`config.mk`:
```
export PLATFORM = sky130hd
export DESIGN_NAME = sa_act_feeder
export DESIGN_NICKNAME = d
export VERILOG_FILES = /design/src/rtl/sa_pkg.sv /design/src/rtl/sa_vec_fifo.sv /design/src/rtl/sa_act_feeder.sv
export SDC_FILE = /design/constraint.sdc
export NUM_CORES = 1
export LEC_CHECK = 0
export CAP_MARGIN = 30
export CORE_MARGIN = 2
export CORE_UTILIZATION = 45
export CTS_CLUSTER_DIAMETER = 100
export DETAILED_ROUTE_END_ITERATION = 6
export GPL_ROUTABILITY_DRIVEN = 0
export PLACE_DENSITY = 0.68
export SETUP_SLACK_MARGIN = 0.1
export SLEW_MARGIN = 10
export SYNTH_ARGS = -nofsm -noshare
export SYNTH_HDL_FRONTEND = slang
export SYNTH_SLANG_ARGS = --single-unit
export TNS_END_PERCENT = 10
```
`constraint.sdc`:
```
create_clock -name clk -period 2.2 [get_ports clk]
set_input_delay 0.44 -clock clk [delete_from_list [all_inputs] [get_ports clk]]
set_output_delay 0.44 -clock clk [all_outputs]
set_load 0.05 [all_outputs]
```
`src/rtl/sa_pkg.sv`:
```
// Shared definitions for the weight-stationary systolic array.
// Holds the default data width and row count used by proc_elem, the array
// top and the activation feeder, the feeder FSM state encoding, and the
// helper that locates one element inside a packed activation vector.
package sa_pkg;

    // Default datapath geometry shared across the array.
    localparam int unsigned SA_WIDTH      = 3;
    localparam int unsigned SA_ROWS       = 3;
    localparam int unsigned SA_FEED_DEPTH = 4;

    // Activation feeder control states.
    typedef enum logic [1:0] {
        FEED_IDLE   = 2'd0,
        FEED_STREAM = 2'd1,
        FEED_DRAIN  = 2'd2
    } feed_state_e;

    // LSB position of element idx in a packed vector of width-bit elements.
    function automatic int unsigned elem_lsb(input int unsigned idx,
                                             input int unsigned width);
        return idx * width;
    endfunction

endpackage

```
`src/rtl/sa_vec_fifo.sv`:
```
// Synchronous FIFO holding activation vectors plus their burst-last tag.
// Ports:
//   clk, reset     rising-edge clock, synchronous active-high reset
//   i_push         write i_push_data (ignored while full)
//   i_push_data    entry to store
//   i_pop          retire the head entry (ignored while empty)
//   o_pop_data     current head entry (valid while !o_empty)
//   o_full         DEPTH entries stored
//   o_empty        no entries stored
//   o_count        number of entries stored
module sa_vec_fifo #(
    parameter int unsigned DW    = 10,
    parameter int unsigned DEPTH = 4
) (
    input  logic                     clk,
    input  logic                     reset,
    input  logic                     i_push,
    input  logic [DW-1:0]            i_push_data,
    input  logic                     i_pop,
    output logic [DW-1:0]            o_pop_data,
    output logic                     o_full,
    output logic                     o_empty,
    output logic [$clog2(DEPTH):0]   o_count
);

    localparam int unsigned AW = $clog2(DEPTH);
    localparam int unsigned CW = AW + 1;

    logic [DW-1:0] r_mem [DEPTH];
    logic [AW-1:0] r_wr_ptr;
    logic [AW-1:0] r_rd_ptr;
    logic [CW-1:0] r_count;
    logic          w_push;
    logic          w_pop;

    assign w_push = i_push && !o_full;
    assign w_pop  = i_pop && !o_empty;

    // Storage array; contents need no reset since the pointers gate reads.
    always_ff @(posedge clk) begin
        if (w_push) begin
            r_mem[r_wr_ptr] <= i_push_data;
        end
    end

    // Pointers wrap naturally at the power-of-two depth.
    always_ff @(posedge clk) begin
        if (reset) begin
            r_wr_ptr <= '0;
            r_rd_ptr <= '0;
            r_count  <= '0;
        end else begin
            if (w_push) begin
                r_wr_ptr <= r_wr_ptr + AW'(1);
            end
            if (w_pop) begin
                r_rd_ptr <= r_rd_ptr + AW'(1);
            end
            case ({w_push, w_pop})
                2'b10:   r_count <= r_count + CW'(1);
                2'b01:   r_count <= r_count - CW'(1);
                default: r_count <= r_count;
            endcase
        end
    end

    assign o_pop_data = r_mem[r_rd_ptr];
    assign o_full     = (r_count == CW'(DEPTH));
    assign o_empty    = (r_count == '0);
    assign o_count    = r_count;

endmodule

```
`src/rtl/sa_act_feeder.sv`:
```
// Activation feeder on the left edge of the systolic array.
// Buffers incoming activation vectors, pops one per cycle unless the array
// is loading weights, and drives each row through a diagonal skew so row i
// lags row 0 by i cycles. Signals the end of a burst with a done pulse.
// Ports:
//   clk, reset   rising-edge clock, synchronous active-high reset
//   in_valid     upstream vector valid
//   in_ready     feeder accepts a vector this cycle
//   in_vec       activation vector, element i at [i*WIDTH +: WIDTH]
//   in_last      tags the final vector of a burst
//   hold         array loading weights; suppress pops
//   out_val      per-row activation, row i at [i*WIDTH +: WIDTH]
//   out_valid    per-row valid
//   busy         a burst is in progress
//   done         one-cycle pulse as the last element leaves row ROWS-1
module sa_act_feeder
    import sa_pkg::*;
#(
    parameter int unsigned WIDTH = SA_WIDTH,
    parameter int unsigned ROWS  = SA_ROWS,
    parameter int unsigned DEPTH = SA_FEED_DEPTH
) (
    input  logic                  clk,
    input  logic                  reset,
    input  logic                  in_valid,
    output logic                  in_ready,
    input  logic [ROWS*WIDTH-1:0] in_vec,
    input  logic                  in_last,
    input  logic                  hold,
    output logic [ROWS*WIDTH-1:0] out_val,
    output logic [ROWS-1:0]       out_valid,
    output logic                  busy,
    output logic                  done
);

    localparam int unsigned VW   = ROWS * WIDTH;
    localparam int unsigned EW   = VW + 1;
    localparam int unsigned AW   = $clog2(DEPTH);
    localparam int unsigned CNTW = (ROWS > 1) ? $clog2(ROWS) : 1;

    logic [EW-1:0]   w_head;
    logic [VW-1:0]   w_head_vec;
    logic            w_head_last;
    logic            w_fifo_full;
    logic            w_fifo_empty;
    logic [AW:0]     w_fifo_count;
    logic            w_unused_count;
    logic            w_push;
    logic            w_pop;

    feed_state_e     r_state;
    logic [CNTW-1:0] r_drain_cnt;
    logic            r_done;
    logic            r_last_seen;

    // Ready comes from registered state only, so a pop while full reopens
    // it one cycle later; it also blocks new bursts until done has fired.
    assign in_ready = !reset && !w_fifo_full && !r_last_seen;
    assign w_push   = in_valid && in_ready;
    assign w_pop    = !w_fifo_empty && !hold;

    // Occupancy is already summarised by full/empty.
    assign w_unused_count = ^w_fifo_count;

    sa_vec_fifo #(
        .DW    (EW),
        .DEPTH (DEPTH)
    ) u_fifo (
        .clk         (clk),
        .reset       (reset),
        .i_push      (w_push),
        .i_push_data ({in_last, in_vec}),
        .i_pop       (w_pop),
        .o_pop_data  (w_head),
        .o_full      (w_fifo_full),
        .o_empty     (w_fifo_empty),
        .o_count     (w_fifo_count)
    );

    assign w_head_vec  = w_head[VW-1:0];
    assign w_head_last = w_head[VW];

    // Burst control: done lands on the cycle the last vector's final
    // element is visible on row ROWS-1, and busy clears the cycle after.
    always_ff @(posedge clk) begin
        if (reset) begin
            r_state     <= FEED_IDLE;
            r_drain_cnt <= '0;
            r_done      <= 1'b0;
            r_last_seen <= 1'b0;
        end else begin
            r_done <= 1'b0;

            // Ready reopens the cycle after the done pulse.
            if (w_push && in_last) begin
                r_last_seen <= 1'b1;
            end else if (r_done) begin
                r_last_seen <= 1'b0;
            end

            case (r_state)
                FEED_IDLE: begin
                    if (w_push) begin
                        r_state <= FEED_STREAM;
                    end
                end
                FEED_STREAM: begin
                    if (w_pop && w_head_last) begin
                        r_state     <= FEED_DRAIN;
                        r_drain_cnt <= CNTW'(ROWS - 1);
                        r_done      <= (ROWS == 1);
                    end
                end
                FEED_DRAIN: begin
                    // Nothing is left to pop here, so hold has no effect.
                    if (r_drain_cnt == '0) begin
                        r_state <= FEED_IDLE;
                    end else begin
                        r_drain_cnt <= r_drain_cnt - CNTW'(1);
                        r_done      <= (r_drain_cnt == CNTW'(1));
                    end
                end
                default: begin
                    r_state <= FEED_IDLE;
                end
            endcase
        end
    end

    assign busy = (r_state != FEED_IDLE);
    assign done = r_done;

    // Per-row delay lines of gi+1 stages; a missed pop injects a bubble.
    for (genvar gi = 0; gi < ROWS; gi++) begin : g_row
        logic [WIDTH-1:0] r_dl_val [gi+1];
        logic             r_dl_vld [gi+1];

        always_ff @(posedge clk) begin
            if (reset) begin
                for (int s = 0; s <= gi; s++) begin
                    r_dl_val[s] <= '0;
                    r_dl_vld[s] <= 1'b0;
                end
            end else begin
                r_dl_val[0] <= w_pop ? w_head_vec[elem_lsb(gi, WIDTH) +: WIDTH] : '0;
                r_dl_vld[0] <= w_pop;
                for (int s = 1; s <= gi; s++) begin
                    r_dl_val[s] <= r_dl_val[s-1];
                    r_dl_vld[s] <= r_dl_vld[s-1];
                end
            end
        end

        assign out_val[elem_lsb(gi, WIDTH) +: WIDTH] = r_dl_val[gi];
        assign out_valid[gi]                         = r_dl_vld[gi];
    end

endmodule

```
# ---- After elaboration in Yosys (flattened, before gate mapping)
# Memories as Yosys holds them, arrays and structs flattened. A register that Yosys moved wholly into a read port is not among the register bits.
# Index checks and enable logic that the tools add are counted.
dict set report totals {
  ff_bits 13
  ram_bits 64
  input_bits 14
  output_inout_bits 15
  elab_cells 98
  n_memories 7
}
dict set report op_classes {
  n_addsub 5
  eq_ne 10
  mux 33
  bitwise_logic 11
  n_reduce_logical 25
}
# memory words width rd rd_ports_with_merged_regs write_ports line
set memory_table {}
lappend memory_table {u_fifo.r_mem 4 10 1 1 1 sa_vec_fifo.sv:29} ;# logic [DW-1:0] r_mem [DEPTH];
lappend memory_table {{g_row[2].r_dl_val} 3 3 3 0 3 sa_act_feeder.sv:135} ;# logic [WIDTH-1:0] r_dl_val [gi+1];
lappend memory_table {{g_row[1].r_dl_val} 2 3 2 0 2 sa_act_feeder.sv:135}
lappend memory_table {{g_row[0].r_dl_val} 1 3 1 0 1 sa_act_feeder.sv:135}
lappend memory_table {{g_row[2].r_dl_vld} 3 1 3 0 3 sa_act_feeder.sv:136} ;# logic r_dl_vld [gi+1];
lappend memory_table {{g_row[1].r_dl_vld} 2 1 2 0 2 sa_act_feeder.sv:136}
lappend memory_table {{+1 memories} -- -- -- -- -- --}
# op count
set op_table {}
lappend op_table {{2-to-1 mux 3 bit} 9}
lappend op_table {{2-to-1 mux 1 bit} 15}
lappend op_table {{2-to-1 mux 2 bit} 6}
lappend op_table {{OR 1 bit} 10}
lappend op_table {{logical AND 1 bit} 8}
lappend op_table {{nonzero test 2 bit} 4}
lappend op_table {{equality test 2 x 1 -> 1 bit, second input constant} 3}
lappend op_table {{!= test 2 bit, second input constant} 3}
lappend op_table {{one-hot mux 2 bit (3 select lines)} 1}
lappend op_table {{one-hot mux 3 bit (2 select lines)} 1}
lappend op_table {{AND reduction 3 bit} 2}
lappend op_table {{OR reduction 3 bit} 2}
lappend op_table {{zero test 1 bit} 5}
lappend op_table {{adder 2 x 1 -> 2 bit, second input constant} 2}
lappend op_table {{equality test 2 bit, second input constant} 2}
lappend op_table {{zero test 2 bit} 2}
lappend op_table {{one-hot mux 2 bit (2 select lines)} 1}
lappend op_table {{adder 3 x 1 -> 3 bit, second input constant} 1}
lappend op_table {{equality test 3 bit, second input constant} 1}
lappend op_table {{zero test 3 bit} 1}
lappend op_table {{subtractor 3 x 1 -> 3 bit, second input constant} 1}
lappend op_table {{!= test 2 x 1 -> 1 bit, second input constant} 1}
lappend op_table {{subtractor 2 x 1 -> 2 bit, second input constant} 1}
lappend op_table {{inverter 1 bit} 1}
lappend op_table {{OR reduction 1 bit} 1}

# ---- Logic depth before layout (Yosys ltp)
dict set report logic_depth {
  depth_word 8
  depth_mapped 10
  ltp_nobuf 9
}

# ---- Modules after synthesis
# Synthesis repeated with hierarchy kept, for this count alone.
dict set report hier_totals {
  hier_cells 187
  area_unflattened_um2 2842.7
}
# mod n_inst cells_per_inst area_each_um2 seq_area_each_um2
set by_module_without_submodules {}
lappend by_module_without_submodules {sa_vec_fifo 1 106 1920.6 1381.3}
lappend by_module_without_submodules {sa_act_feeder 1 81 922.1 540.5}

# ---- Worst setup path after synthesis
# No wires, ideal clock.
dict set report synth_path {
  path_type {input -> output}
  from {input port reset}
  to {output port in_ready}
  arrival_time_ns 1.912
  t_required_ns 1.760
  path_slack_ns -0.152
  stages 3
  path_buffers 2
  path_cell_list {buf_2 -> buf_1 -> nor3_1}
}
dict set report synth_via {
  elab_chain_cells 3
}
# element line
set synth_rtl {}
lappend synth_rtl {{from (decl)} sa_act_feeder.sv:24} ;# input logic reset,
lappend synth_rtl {{zero test 1 bit} sa_act_feeder.sv:58} ;# assign in_ready = !reset && !w_fifo_full && !r_last_seen;
lappend synth_rtl {{logical AND 1 bit (2 in a row)} sa_act_feeder.sv:58}
lappend synth_rtl {{to (decl)} sa_act_feeder.sv:26} ;# output logic in_ready,
# Every way passes these cells.

# ---- Worst setup path after layout
dict set report layout_path {
  from {register u_fifo.r_count[0], in the netlist u_fifo.o_count[0]}
  to {register u_fifo.r_count[2], in the netlist u_fifo.o_count[2]}
}
# element line
set layout_lines {}
lappend layout_lines {{from (decl)} sa_vec_fifo.sv:32} ;# logic [CW-1:0] r_count;
lappend layout_lines {{from (signal assigned)} sa_vec_fifo.sv:60} ;# 2'b10: r_count <= r_count + CW'(1);
lappend layout_lines {{from (signal assigned)} sa_vec_fifo.sv:61} ;# 2'b01: r_count <= r_count - CW'(1);
lappend layout_lines {{from (signal assigned)} sa_vec_fifo.sv:62} ;# default: r_count <= r_count;
lappend layout_lines {{zero test 3 bit (*)} sa_vec_fifo.sv:69} ;# assign o_empty = (r_count == '0);
lappend layout_lines {{zero test 1 bit (*)} sa_act_feeder.sv:60} ;# assign w_pop = !w_fifo_empty && !hold;
lappend layout_lines {{logical AND 1 bit (*)} sa_act_feeder.sv:60}
lappend layout_lines {{named net u_fifo.i_pop} sa_vec_fifo.sv:19} ;# input logic i_pop,
lappend layout_lines {{logical AND 1 bit (*)} sa_vec_fifo.sv:37} ;# assign w_pop = i_pop && !o_empty;
lappend layout_lines {{equality test 2 x 1 -> 1 bit / equality test 2 bit (equally long branches)} sa_vec_fifo.sv:59} ;# case ({w_push, w_pop})
lappend layout_lines {{one-hot mux 3 bit (2 select lines) / nonzero test 2 bit (equally long branches)} --}
# The timed path passes the listed nets; every way through them passes the cells marked *.
# A chain may end at the register's enable or synchronous reset.

==> reports/metrics.cfg <==
[timing]
maxSlewViolCount=0
layout_worst_path_cycle_share_pct=91.42
final.setup_skew_ns=0.007806
setup_viol=0
rsz0062_at_grt=false
max-slew-margin-rel_pct=66.60
setup_ws_ns=0.1887
fin_crit_ns=2.011
timing.fmax_mhz=497.2
worstMarginPinSlew_ns=0.4995
finalHoldViolCount=0

[logic_synthesis]
async_reset_ff_share_pct=0
yosysWarnings=0
synth.cells.most_frequent=edfxtp_1 (40), dfxtp_1 (36), nor2b_1 (20)
synth_top_area_share_pct=41.58
ys_ff_latch=76
synthDominantAreaCellType=edfxtp_1
syn-mean-instance-area_sq_um=15.05
post_synth_num_cell_types=35
number_of_nets_in_the_synthesized_netlist=214
ys.flop_type=edfxtp_1
ys_top_cells_by_area=edfxtp_1 (42%), dfxtp_1 (25%), mux4_1 (8.2%)
synthesis.area_sq_mm=0.002889
syn-instance-count=192
synthMostInstantiatedCell=edfxtp_1
synth_edf_count=40
synth.yosys.seq_area_share_pct=66.52

[cts]
htree_levels=3
cts_made_buffers=9
clock_pin_slew_reported_for_the_worst_setup_and_hold_paths_after_clock_tree_synthesis_ns=0.08
clock_insertion_delay_worst_skew_ns=0.34
cts_tree=yes
ctsRootBufferMaster=clkbuf_8
hold_buffers=0
buffer_levels_on_the_longest_clock_path=2
cts_num_sinks=76

[worst_setup_path]
critPathLaunchType=flop
timing.critical_path.arrival_ns=2.29
cp_max_fo=5
worst_ep_required_time_ns=2.48
crit-reg2reg-launch=u_fifo.o_count[0]
crit-reg2reg-capture=u_fifo.o_count[2]
endpoint=u_fifo.o_count[2]
timing_worst_setup_path_type=flop to flop
end_kind=flop
cp-startpoint=u_fifo.o_count[0]
ff2ff_path_depth=9
regToRegSetupSlack_ns=0.19

[grt]
grt_antenna_before_repair=0
wire_length_of_the_first_global_routing_pass_mm=7.120
first_global_vias=1508
grt_max_degree=29
grt_overflow_total=0
gr-usage-all-layers_pct=13.49

[placed_design]
dpl_cell_area_sq_mm=0.003353
io_buffers=28
hpwlAfterDp_mm=2.882
preCtsSetupSlack_ns=-0.4692

[layout]
multiInputGateArea_sq_um=884.6
post-route-cell-area_sq_mm=0.003636
filler_cell_count=492
final_nets=256
area_growth_synth_to_finish_pct=25.86
area.sequential_sq_mm=0.001923
layout-drive-gt1-share_pct=20.92
postLayoutCoreUtil_pct=57.92
n_antenna_cell=0

[power]
static-leakage-power_nw=1.306
max-vdd-ir-drop_uv=699.0
pwr-share-clk_pct=32.4
switching_share_pct=26.54
switching_power_mw=0.9486
pwr_density_cell_mw_per_mm2=983.0
comb_power_share_pct=20.7
cell_internal_pwr_mw=2.626
fraction_of_power_consumed_by_sequential_logic_pct=46.9

[routing]
num_vias=1534
detail_route.drc_violations=0
detail_route.vias_per_cell=4.854
route.final.wire_length_mm=4.395
postRouteAntennaNets=0
first_pass_iters=4
avgRoutedWirePerCell_um=13.91
detail_route.iter0.violations=61

[floorplanning]
fp.dieArea_sq_mm=0.007077
initial_utilization_pct=46.02
die-width_um=84.13
core.rowCount=29
core_region_area_sq_mm=0.006277
io-pin-count=29
die_ht_um=84.13

[status]
result_of_the_run=completed

[worst_hold_path]
path_category_of_the_worst_min_delay_check=flop to flop

[job]
max_cap_viol_count=0

## cell families after synthesis
kind of cell / count (synthesis) / share of synthesized area, %
AOI/OAI and AO/OA: 17 / 3.898
xor gates and xnor gates: 3 / 0.9097
adders and majority gates: 8 / 3.724
buffers and inverters: 25 / 4.547
DFF: 76 / 66.52
muxes: 10 / 8.965
and+or+nand+nor: 53 / 11.43
## layout make-up
type / count / area share, %
flip-flops and latches: 76 / 52.89
multi-input cells: 91 / 24.33
repair buffers: 45 / 12.87
clock buffers: 10 / 3.510
well taps: 77 / 2.650
clock inverters: 6 / 2.615
inverters: 11 / 1.136
## layout by cell type (no fill, tap or decap), drive strengths merged
master         count
xnor2              1
and3               5
dfxtp             36
a311oi             1
o211a              1
dlymetal6s2s       1
nor3b              4
xor2               2
or4                1
o21ai              4
a21oi              9
o31ai              1
nor2               8
mux4              10
or2                1
clkbuf            10
bufinv             2
nand4b             1
nand2b             1
inv               13
fa                 1
nor2b             20
dlygate4sd2        2
clkdlybuf4s50     24
nor3               2
edfxtp            40
ha                 7
a221oi             1
nand4              1
nand3              3
buf               18
or3                4
or3b               2
clkinv             2
## power by group through the flow
stage	Combinational (mW)	Clock (mW)	Sequential, mW
2_1_floorplan	0.452	0	1.71
3_3_place_gp	0.684	0	1.70
3_5_place_dp	0.699	0	1.70
4_1_cts	0.711	1.19	1.67
5_1_grt	0.805	1.25	1.69
6_report	0.738	1.16	1.68
## worst max-delay path, cell delays in order, from the launching register on
cell and delay [ns]:
dfxtp_1 0.38, buf_4 0.16, nor3_1 0.07, nor2_1 0.16
ha_4 0.18, inv_2 0.04, fa_2 0.34, xor2_2 0.16
or3_1 0.34, a21oi_1 0.12
## per-layer routing
layer  part of all wire, %  vias to the layer above  GRT usage, %
li1                      -                      778             -
met1                    45                      720         16.05
met2                    48                       29         21.86
met3                   4.1                        7         5.045
met4                   2.1                        0         6.158
met5                     0                        -             0
## sequential cells by signal, indices dropped and copies added, names as in the netlist, named ones only
| register | flops |
|---|---|
| done | 1 |
| g_row.r_dl_val | 18 |
| g_row.r_dl_vld | 3 |
| r_drain_cnt | 2 |
| r_last_seen | 1 |
| r_state | 2 |
| u_fifo.o_count | 3 |
| u_fifo.r_mem | 40 |
| u_fifo.r_rd_ptr | 2 |
| u_fifo.r_wr_ptr | 2 |
## metrics by stage
| step | hold slack (ns) | TNS, ns | cells | total power, mW |
|---|---|---|---|---|
| 2_1_floorplan | 0.4138 | -0.02354 | 192 | 2.164 |
| 3_3_place_gp | 0.4198 | -1.469 | 298 | 2.381 |
| 3_5_place_dp | 0.4220 | -1.360 | 298 | 2.400 |
| 4_1_cts | 0.4399 | 0 | 315 | 3.575 |
| 5_1_grt | 0.4567 | 0 | 316 | 3.750 |
| 6_report | 0.4366 | 0 | 316 | 3.574 |
## what timing repair did
action                     CTS  global route
setup endpoints to repair    3             2
resized for setup            8             7
buffers inserted             1             1
pin swaps                    1             5
## how the worst min path moves through the flow
stage,from,to,slack [ns],cells after the start
5_1_grt,g_row[1].r_dl_val[0][1],g_row[1].r_dl_val[0][4],0.46,1
2_1_floorplan,g_row[1].r_dl_val[0][0],g_row[1].r_dl_val[0][3],0.41,1
3_5_place_dp,g_row[1].r_dl_val[0][0],g_row[1].r_dl_val[0][3],0.42,1
6_report,g_row[2].r_dl_val[0][1],g_row[2].r_dl_val[0][4],0.44,1
4_1_cts,g_row[2].r_dl_val[0][1],g_row[2].r_dl_val[0][4],0.44,1
3_3_place_gp,g_row[2].r_dl_val[0][1],g_row[2].r_dl_val[0][4],0.42,1
No activity file was read; power rests on OpenSTA's default activity.
